`config.mk`:
```
export PLATFORM = sky130hd
export DESIGN_NAME = cla_pipe_adder_flat
export DESIGN_NICKNAME = d
export VERILOG_FILES = /design/src/rtl/cla_pkg.sv /design/src/rtl/cla_pipe_adder_if.sv /design/src/rtl/cla_nibble_slice.sv /design/src/rtl/cla_pipe_adder.sv /design/src/flat_wrapper.sv
export SDC_FILE = /design/constraint.sdc
export NUM_CORES = 1
export LEC_CHECK = 0
export ABC_AREA = 1
export BUFFER_PORTS_ARGS = -buffer_cell sky130_fd_sc_hd__buf_2
export CAP_MARGIN = 40
export CORE_MARGIN = 1
export CORE_UTILIZATION = 50
export DETAILED_ROUTE_END_ITERATION = 8
export PLACE_DENSITY = 0.7
export RECOVER_POWER = 100
export SLEW_MARGIN = 40
export SYNTH_ARGS = -nofsm -noshare
export SYNTH_HDL_FRONTEND = slang
export SYNTH_SLANG_ARGS = --single-unit
export TNS_END_PERCENT = 1
```
`constraint.sdc`:
```
create_clock -name clk -period 3.1 [get_ports clk]
set_input_delay 0.465 -clock clk [delete_from_list [all_inputs] [get_ports clk]]
set_output_delay 0.465 -clock clk [all_outputs]
set_load 0.1 [all_outputs]
```
`src/rtl/cla_pkg.sv`:
```
// rtl/cla_pkg.sv - shared constants, stage record and width check for the pipelined CLA adder.
package cla_pkg;

    localparam int NIBBLE    = 4;
    localparam int MAX_WIDTH = 64;

    // Operand and sum fields are sized for the widest legal adder; narrower builds leave the top bits zero.
    typedef struct packed {
        logic                 valid;
        logic                 sub;
        logic [MAX_WIDTH-1:0] a;
        logic [MAX_WIDTH-1:0] b;
        logic [MAX_WIDTH-1:0] sum;
        logic                 carry;
        logic                 pg;
        logic                 gg;
        logic                 ovf;
    } stage_t;

    function automatic bit width_ok(input int w);
        return (w % NIBBLE == 0) && (w >= 2 * NIBBLE) && (w <= MAX_WIDTH);
    endfunction

endpackage

```
`src/rtl/cla_pipe_adder_if.sv`:
```
// rtl/cla_pipe_adder_if.sv - operand/result handshake bundle of the pipelined CLA adder.
interface cla_pipe_adder_if #(
    parameter int WIDTH = 16
);
    logic             in_valid;
    logic             in_ready;
    logic [WIDTH-1:0] a;
    logic [WIDTH-1:0] b;
    logic             cin;
    logic             sub;
    logic             out_valid;
    logic             out_ready;
    logic [WIDTH-1:0] sum;
    logic             cout;
    logic             ovf;
    logic             pg;
    logic             gg;

    modport master (
        output in_valid, a, b, cin, sub, out_ready,
        input  in_ready, out_valid, sum, cout, ovf, pg, gg
    );

    modport slave (
        input  in_valid, a, b, cin, sub, out_ready,
        output in_ready, out_valid, sum, cout, ovf, pg, gg
    );
endinterface

```
`src/rtl/cla_nibble_slice.sv`:
```
// rtl/cla_nibble_slice.sv - combinational 4-bit carry-lookahead block.
module cla_nibble_slice (
    input  logic [3:0] a,
    input  logic [3:0] b,
    input  logic       c,
    output logic [3:0] s,
    output logic       p_group,
    output logic       g_group,
    output logic       c_out
);
    logic [3:0] w_p;
    logic [3:0] w_g;
    logic [3:0] w_c;

    assign w_p = a ^ b;
    assign w_g = a & b;

    assign w_c[0] = c;
    assign w_c[1] = w_g[0] | (w_p[0] & c);
    assign w_c[2] = w_g[1] | (w_p[1] & w_g[0]) | (w_p[1] & w_p[0] & c);
    assign w_c[3] = w_g[2] | (w_p[2] & w_g[1]) | (w_p[2] & w_p[1] & w_g[0])
                  | (w_p[2] & w_p[1] & w_p[0] & c);

    assign s       = w_p ^ w_c;
    assign p_group = &w_p;
    assign g_group = w_g[3] | (w_p[3] & w_g[2]) | (w_p[3] & w_p[2] & w_g[1])
                   | (w_p[3] & w_p[2] & w_p[1] & w_g[0]);
    assign c_out   = g_group | (p_group & c);
endmodule

```
`src/rtl/cla_pipe_adder.sv`:
```
// rtl/cla_pipe_adder.sv - pipelined carry-lookahead adder/subtractor, one nibble resolved per stage.
module cla_pipe_adder
    import cla_pkg::*;
#(
    parameter int WIDTH = 16
) (
    input  logic              clk,
    input  logic              rst_n,
    cla_pipe_adder_if.slave   bus
);
    localparam int BLOCKS = WIDTH / NIBBLE;

    if (!width_ok(WIDTH)) begin : g_bad_width
        $error("cla_pipe_adder: WIDTH must be a multiple of 4 between 8 and %0d", MAX_WIDTH);
    end

    stage_t [BLOCKS-1:0] r_stage;
    stage_t [BLOCKS-1:0] w_nxt;
    stage_t              w_in;
    logic                w_stall;
    logic                w_unused;

    // Subtraction is folded in before stage 0: b is inverted and the carry-in forced high.
    always_comb begin
        w_in              = '0;
        w_in.valid        = bus.in_valid;
        w_in.sub          = bus.sub;
        w_in.a[WIDTH-1:0] = bus.a;
        w_in.b[WIDTH-1:0] = bus.sub ? ~bus.b : bus.b;
        w_in.carry        = bus.sub | bus.cin;
        w_in.pg           = 1'b1;
    end

    for (genvar k = 0; k < BLOCKS; k++) begin : g_stage
        stage_t            w_src;
        stage_t            w_res;
        logic [NIBBLE-1:0] w_s;
        logic              w_p;
        logic              w_g;
        logic              w_co;

        if (k == 0) begin : g_head
            assign w_src = w_in;
        end else begin : g_tail
            assign w_src = r_stage[k-1];
        end

        cla_nibble_slice u_slice (
            .a       (w_src.a[NIBBLE*k +: NIBBLE]),
            .b       (w_src.b[NIBBLE*k +: NIBBLE]),
            .c       (w_src.carry),
            .s       (w_s),
            .p_group (w_p),
            .g_group (w_g),
            .c_out   (w_co)
        );

        // ovf is refreshed every stage; only the value computed on the top nibble survives.
        always_comb begin
            w_res                          = w_src;
            w_res.sum[NIBBLE*k +: NIBBLE]  = w_s;
            w_res.carry                    = w_co;
            w_res.pg                       = w_src.pg & w_p;
            w_res.gg                       = w_g | (w_p & w_src.gg);
            w_res.ovf                      = w_co ^ w_s[NIBBLE-1]
                                           ^ w_src.a[NIBBLE*k+NIBBLE-1]
                                           ^ w_src.b[NIBBLE*k+NIBBLE-1];
        end

        assign w_nxt[k] = w_res;
    end

    assign w_stall = r_stage[BLOCKS-1].valid & ~bus.out_ready;

    always_ff @(posedge clk or negedge rst_n) begin
        if (!rst_n) begin
            r_stage <= '0;
        end else if (!w_stall) begin
            r_stage <= w_nxt;
        end
    end

    assign bus.in_ready  = ~w_stall;
    assign bus.out_valid = r_stage[BLOCKS-1].valid;
    assign bus.sum       = r_stage[BLOCKS-1].sum[WIDTH-1:0];
    assign bus.cout      = r_stage[BLOCKS-1].carry;
    assign bus.ovf       = r_stage[BLOCKS-1].ovf;
    assign bus.pg        = r_stage[BLOCKS-1].pg;
    assign bus.gg        = r_stage[BLOCKS-1].gg;

    assign w_unused = ^r_stage[BLOCKS-1];
endmodule

```
`src/flat_wrapper.sv`:
```
// flat-port wrapper written by rule: the top's interface ports become plain ports
module cla_pipe_adder_flat import cla_pkg::*;
#(
    parameter int WIDTH = 16
)
  (clk, rst_n, bus_in_valid, bus_a, bus_b, bus_cin, bus_sub, bus_out_ready, bus_in_ready, bus_out_valid, bus_sum, bus_cout, bus_ovf, bus_pg, bus_gg);
  cla_pipe_adder_if #(.WIDTH(WIDTH)) bus_i ();
  input  logic clk;
  input  logic rst_n;
  input wire logic [$bits(bus_i.in_valid)-1:0] bus_in_valid;
  input wire logic [$bits(bus_i.a)-1:0] bus_a;
  input wire logic [$bits(bus_i.b)-1:0] bus_b;
  input wire logic [$bits(bus_i.cin)-1:0] bus_cin;
  input wire logic [$bits(bus_i.sub)-1:0] bus_sub;
  input wire logic [$bits(bus_i.out_ready)-1:0] bus_out_ready;
  output wire logic [$bits(bus_i.in_ready)-1:0] bus_in_ready;
  output wire logic [$bits(bus_i.out_valid)-1:0] bus_out_valid;
  output wire logic [$bits(bus_i.sum)-1:0] bus_sum;
  output wire logic [$bits(bus_i.cout)-1:0] bus_cout;
  output wire logic [$bits(bus_i.ovf)-1:0] bus_ovf;
  output wire logic [$bits(bus_i.pg)-1:0] bus_pg;
  output wire logic [$bits(bus_i.gg)-1:0] bus_gg;
  assign bus_i.in_valid = bus_in_valid;
  assign bus_i.a = bus_a;
  assign bus_i.b = bus_b;
  assign bus_i.cin = bus_cin;
  assign bus_i.sub = bus_sub;
  assign bus_i.out_ready = bus_out_ready;
  assign bus_in_ready = bus_i.in_ready;
  assign bus_out_valid = bus_i.out_valid;
  assign bus_sum = bus_i.sum;
  assign bus_cout = bus_i.cout;
  assign bus_ovf = bus_i.ovf;
  assign bus_pg = bus_i.pg;
  assign bus_gg = bus_i.gg;
  cla_pipe_adder #(.WIDTH(WIDTH)) u_core (.clk(clk), .rst_n(rst_n), .bus(bus_i));
endmodule
```
* Word-level counts from Yosys, hierarchy flattened
Index checks and enable logic that the tools add are counted.
** Word-level totals
- Bits of input ports :: 38
- Bits in registers :: 153
- Output and inout port bits :: 22
** Operators by class
- Reductions and logical operators :: 4
- Muxes and demuxes :: 1
- Bitwise operators :: 129
** Operators with widths (number)
- $and 1x1->1 :: 67
- $or 1x1->1 :: 44
- $xor 4x4->4 :: 8
- $and 4x4->4 :: 4
- $mux 16 :: 1
- $not 16->16 :: 1
- $reduce_and 4->1 :: 4
- $xor 1x1->1 :: 3
- $not 1->1 :: 2

* Longest topological paths before layout
- Depth in word-level cells :: 9
- Mapped depth :: 11
- Depth with buffers taken out :: 10

* Modules after synthesis
A second synthesis with hierarchy kept.
** Unflattened totals
- Cells, all modules :: 595
- Area total of the unflattened synthesis :: 4989.8 um^2
** By module, submodules not included
- cla_pipe_adder :: seq. area each 2627.5 um^2, instances 1, cells an instance 447, area each 4139.0 um^2
- cla_nibble_slice :: seq. area each 0.0 um^2, instances 4, cells an instance 37, area each 212.7 um^2

* Least setup slack after synthesis
No wires, ideal clock.
- Path kind :: register -> output
- Start :: reg u_core.r_stage, in the netlist u_core.bus.out_valid
- End :: out bus_in_ready
- Arrival time :: 2078 ps
- Path slack :: 557 ps
- Buffers on the path :: 1
- Cell stages (with the launch flop) :: 5
- Data required time :: 2635 ps
- Path through :: dfrtp_1 inv_1 nor2_2 inv_2 clkbuf_1
** On the way
- Word-level cells in the longest chain between the ends :: 2
** RTL lines
- start, declared :: RTL line cla_pipe_adder.sv:17 : stage_t [BLOCKS-1:0] r_stage;
- start signal, assigned :: RTL line cla_pipe_adder.sv:79 : r_stage <= w_nxt;
- $and 1x1->1 :: RTL line cla_pipe_adder.sv:73 : assign w_stall = r_stage[BLOCKS-1].valid & ~bus.out_ready;
- $not 1->1 :: RTL line cla_pipe_adder.sv:83 : assign bus.in_ready = ~w_stall;
- end, declared :: RTL line flat_wrapper.sv:16 : output wire logic [$bits(bus_i.in_ready)-1:0] bus_in_ready;
No other way between the ends.

* Worst setup path after layout
Same ends and word-level chain as after synthesis.

==> out/metrics.cfg <==
[sta]
setup_slack_ns=0.996
rsz0062_at_grt=no
hold_viol=0
setup_viol=0
finalMaxSlewViolations=0
slew_headroom_pct=8.50
finalCriticalPeriod_ns=2.10
worst_pin_slew_ns=1.37
finalCritPeriodShare_pct=67.9
fmax_mhz=475
setup_tns_ns=0
clock-skew-final_ns=0.00896

[grt]
grt-ovfl-total=0
first_global_vias=3514
grt_start_max_net_pins=120
antenna_found_initial=0
grt_pass1_wl_mm=15.3
grt_usage_pct=19.5

[routing]
met3_length_um=241
ant_nets=0
wl_per_cell_um=11.9
met1_length_mm=4.07
vias=3537
routed_via_density=4.94
routed_wl_mm=8.55
drtIter0Drc=215
top_layer=met4
drc=0
dr.pass1.iters=4
routed-wl-met2_mm=4.09

[synthesis]
syn-cell-area_um2=4790
synth_top_area_share_pct=54.9
synth_common_cells=nand2_1, dfrtp_1, o21ai_0
synth-seq-area-share_pct=54.9
synth.distinct_cells=31
synth_most_common_cell=nand2_1
synth-main-ff-cell=dfrtp_1
ys_warn_count=0
synth_edf_count=0
yosys.area.top_type=dfrtp_1
synth_fp_nets=590
syn_avg_cell_area_um2=9.00
async_flop_share_pct=100
syn_inst=532
yosys-top-cells-area=dfrtp_1, nand2_1, o21ai_0, ha_1, inv_1
yosys_register_bits=105

[power]
swShare_pct=49.1
finalPower_mw=5.90
ir_worst_vdd_v=0.000522
clkPwrFrac_pct=12.7
seq_power_share_pct=38.3
p_per_area_nw_per_um2=1120
leakagePower_nw=2.69
p_int_mw=3.01
switchingPower_mw=2.90
pwr-share-comb_pct=49.0

[placement]
place_ws_ns=1.02
gp_congestion=0.831
hpwl_mm=5.87
dpl-instance-area_um2=5170
io_buffers=59

[cts]
cts_tree=yes
clkLatencyLatePin_ns=0.36
cts-buffers-inserted=9
cts_hold_buffers=0
cts_resized=0
cts_sinks=105
clockBufferDepth=2
clk_root_buffer_cell=clkbuf_8
clkTransAtPathRegs_ns=0.09
ctsHtreeMaxLevel=3
postCtsSetupBuffers=0

[setup_path]
cpMostUsedCell=inv_1
timing.rr.end=u_core.g_stage[1].w_res[145]
regToRegStartpoint=u_core.bus.out_valid
cp-end-kind=primary output
reg2reg_setup_slack_ns=1.03
cp_max_fo=23
crit_type=register to primary output
reg2regPathDepth=5
startpoint_type=register
cpLargestDelayFamily=buffers and inverters
cp.arrival_ns=1.64
path_cells=inv_1, nor2_1, inv_1, buf_12
slowest_stage=inv_1
path_buf_inv=3
required_ns=2.63
slowest_delay_ns=0.52

[cells_and_area]
drive_gt1_share_pct=12.1
n_antenna_cell=0
fillers=841
nNetsFinal=640
regArea_um2=2630
final_area_um2=5290
multi_input_area_um2=1860
area_growth_pct=10.6

[floorplan]
start_util_pct=51.8
boundaryPins=60
coreArea_um2=9240
rows=35
die-area_um2=9970
fp.dieW_um=99.8
die-height_um=99.8

[job]
max_cap_viol_count=0

[outcome]
status=complete, no violations

[min_path]
min_path_type=input pin to async pin

## per-stage QoR
stage,hold slack (ns),cells,util (%)
floorplan,0.169,532,-
global placement,0.453,700,55.9
global route,0.140,716,57.3
CTS,0.126,716,57.8
finish,0.104,716,57.3
detailed placement,0.456,700,56.0
## power groups by stage
stage	Clock (mW)	Combinational, mW	Sequential [mW]
floorplan	0	1.52	3.14
global placement	0	2.89	2.28
detailed placement	0	2.96	2.29
CTS	0.778	2.97	2.26
global route	0.818	3.23	2.34
finish	0.748	2.89	2.26
## state kept, by name, summed over array words and instances, names as in the netlist
register and flops:
u_core.g_stage.w_res 75, u_core.bus.out_valid 1, u_core.bus.sum 16, u_core.bus.ovf 1
u_core.g_stage.w_src 9, u_core.bus.cout 1, u_core.bus.gg 1, u_core.bus.pg 1
## worst register-to-register path, delay by kind of cell (launching register included)
family	cells	cell delay, ns
AOI/OAI and AO/OA	1	0.20
buffers and inverters	3	1.28
and+or+nand+nor	1	0.05
DFF	1	0.40
## layout make-up
| cell class | count | area share, % |
|---|---|---|
| Multi-Input combinational cell | 362 | 35.2 |
| Sequential cell | 105 | 49.6 |
| Clock inverter | 6 | 0.638 |
| Timing Repair Buffer | 63 | 5.96 |
| Tap cell | 129 | 3.05 |
| Inverter | 41 | 2.91 |
| Clock buffer | 10 | 2.60 |
## layer usage
| metal | up-vias | global-route usage (%) |
|---|---|---|
| met2 | 64 | 32.5 |
| li1 | 1781 | - |
| met1 | 1678 | 25.1 |
| met5 | - | 0 |
| met3 | 14 | 3.34 |
| met4 | 0 | 8.60 |
## placed cells by master (no fill, tap or decap)
cell type    n
xnor2_1     13
nor2_1      16
nand2_2      6
ha_1        16
dfrtp_1    105
o21ai_1      1
nand3_1     12
nand4_1      2
buf_2       36
inv_1       41
or2_1        1
o221ai_1     1
clkbuf_8    10
o21ai_0     60
clkbuf_2     2
buf_12       1
nand2_1    192
clkinv_2     5
o22ai_1      2
nand3_2      2
xor2_1       8
clkbuf_1    21
fa_1         4
a21oi_1     16
or2_2        1
or2_0        1
buf_4        2
a31oi_1      2
o21ai_2      1
nor2_2       1
nor2_4       2
nor3_1       1
a211oi_1     1
clkinv_4     1
buf_6        1
## cells by family after synthesis
group	share of synthesized area, %
fa+ha+maj	5.86
compound gates	9.10
xor+xnor	3.84
buf+inv	6.12
simple gates	20.2
flops	54.9
## worst max-delay path by stage
stage	start	endpoint	slack, ns	cells after the start
2_1_floorplan	u_core.bus.out_valid	bus_in_ready	0.56	4
3_3_place_gp	bus_sub	u_core.g_stage[1].w_res[7]	1.08	9
3_5_place_dp	bus_sub	u_core.g_stage[1].w_res[7]	1.02	9
4_1_cts	u_core.bus.out_valid	bus_in_ready	1.17	4
5_1_grt	u_core.bus.out_valid	u_core.g_stage[2].w_res[5]	0.80	6
6_report	u_core.bus.out_valid	bus_in_ready	1.0	4
Power figures use the tool's default switching activity.
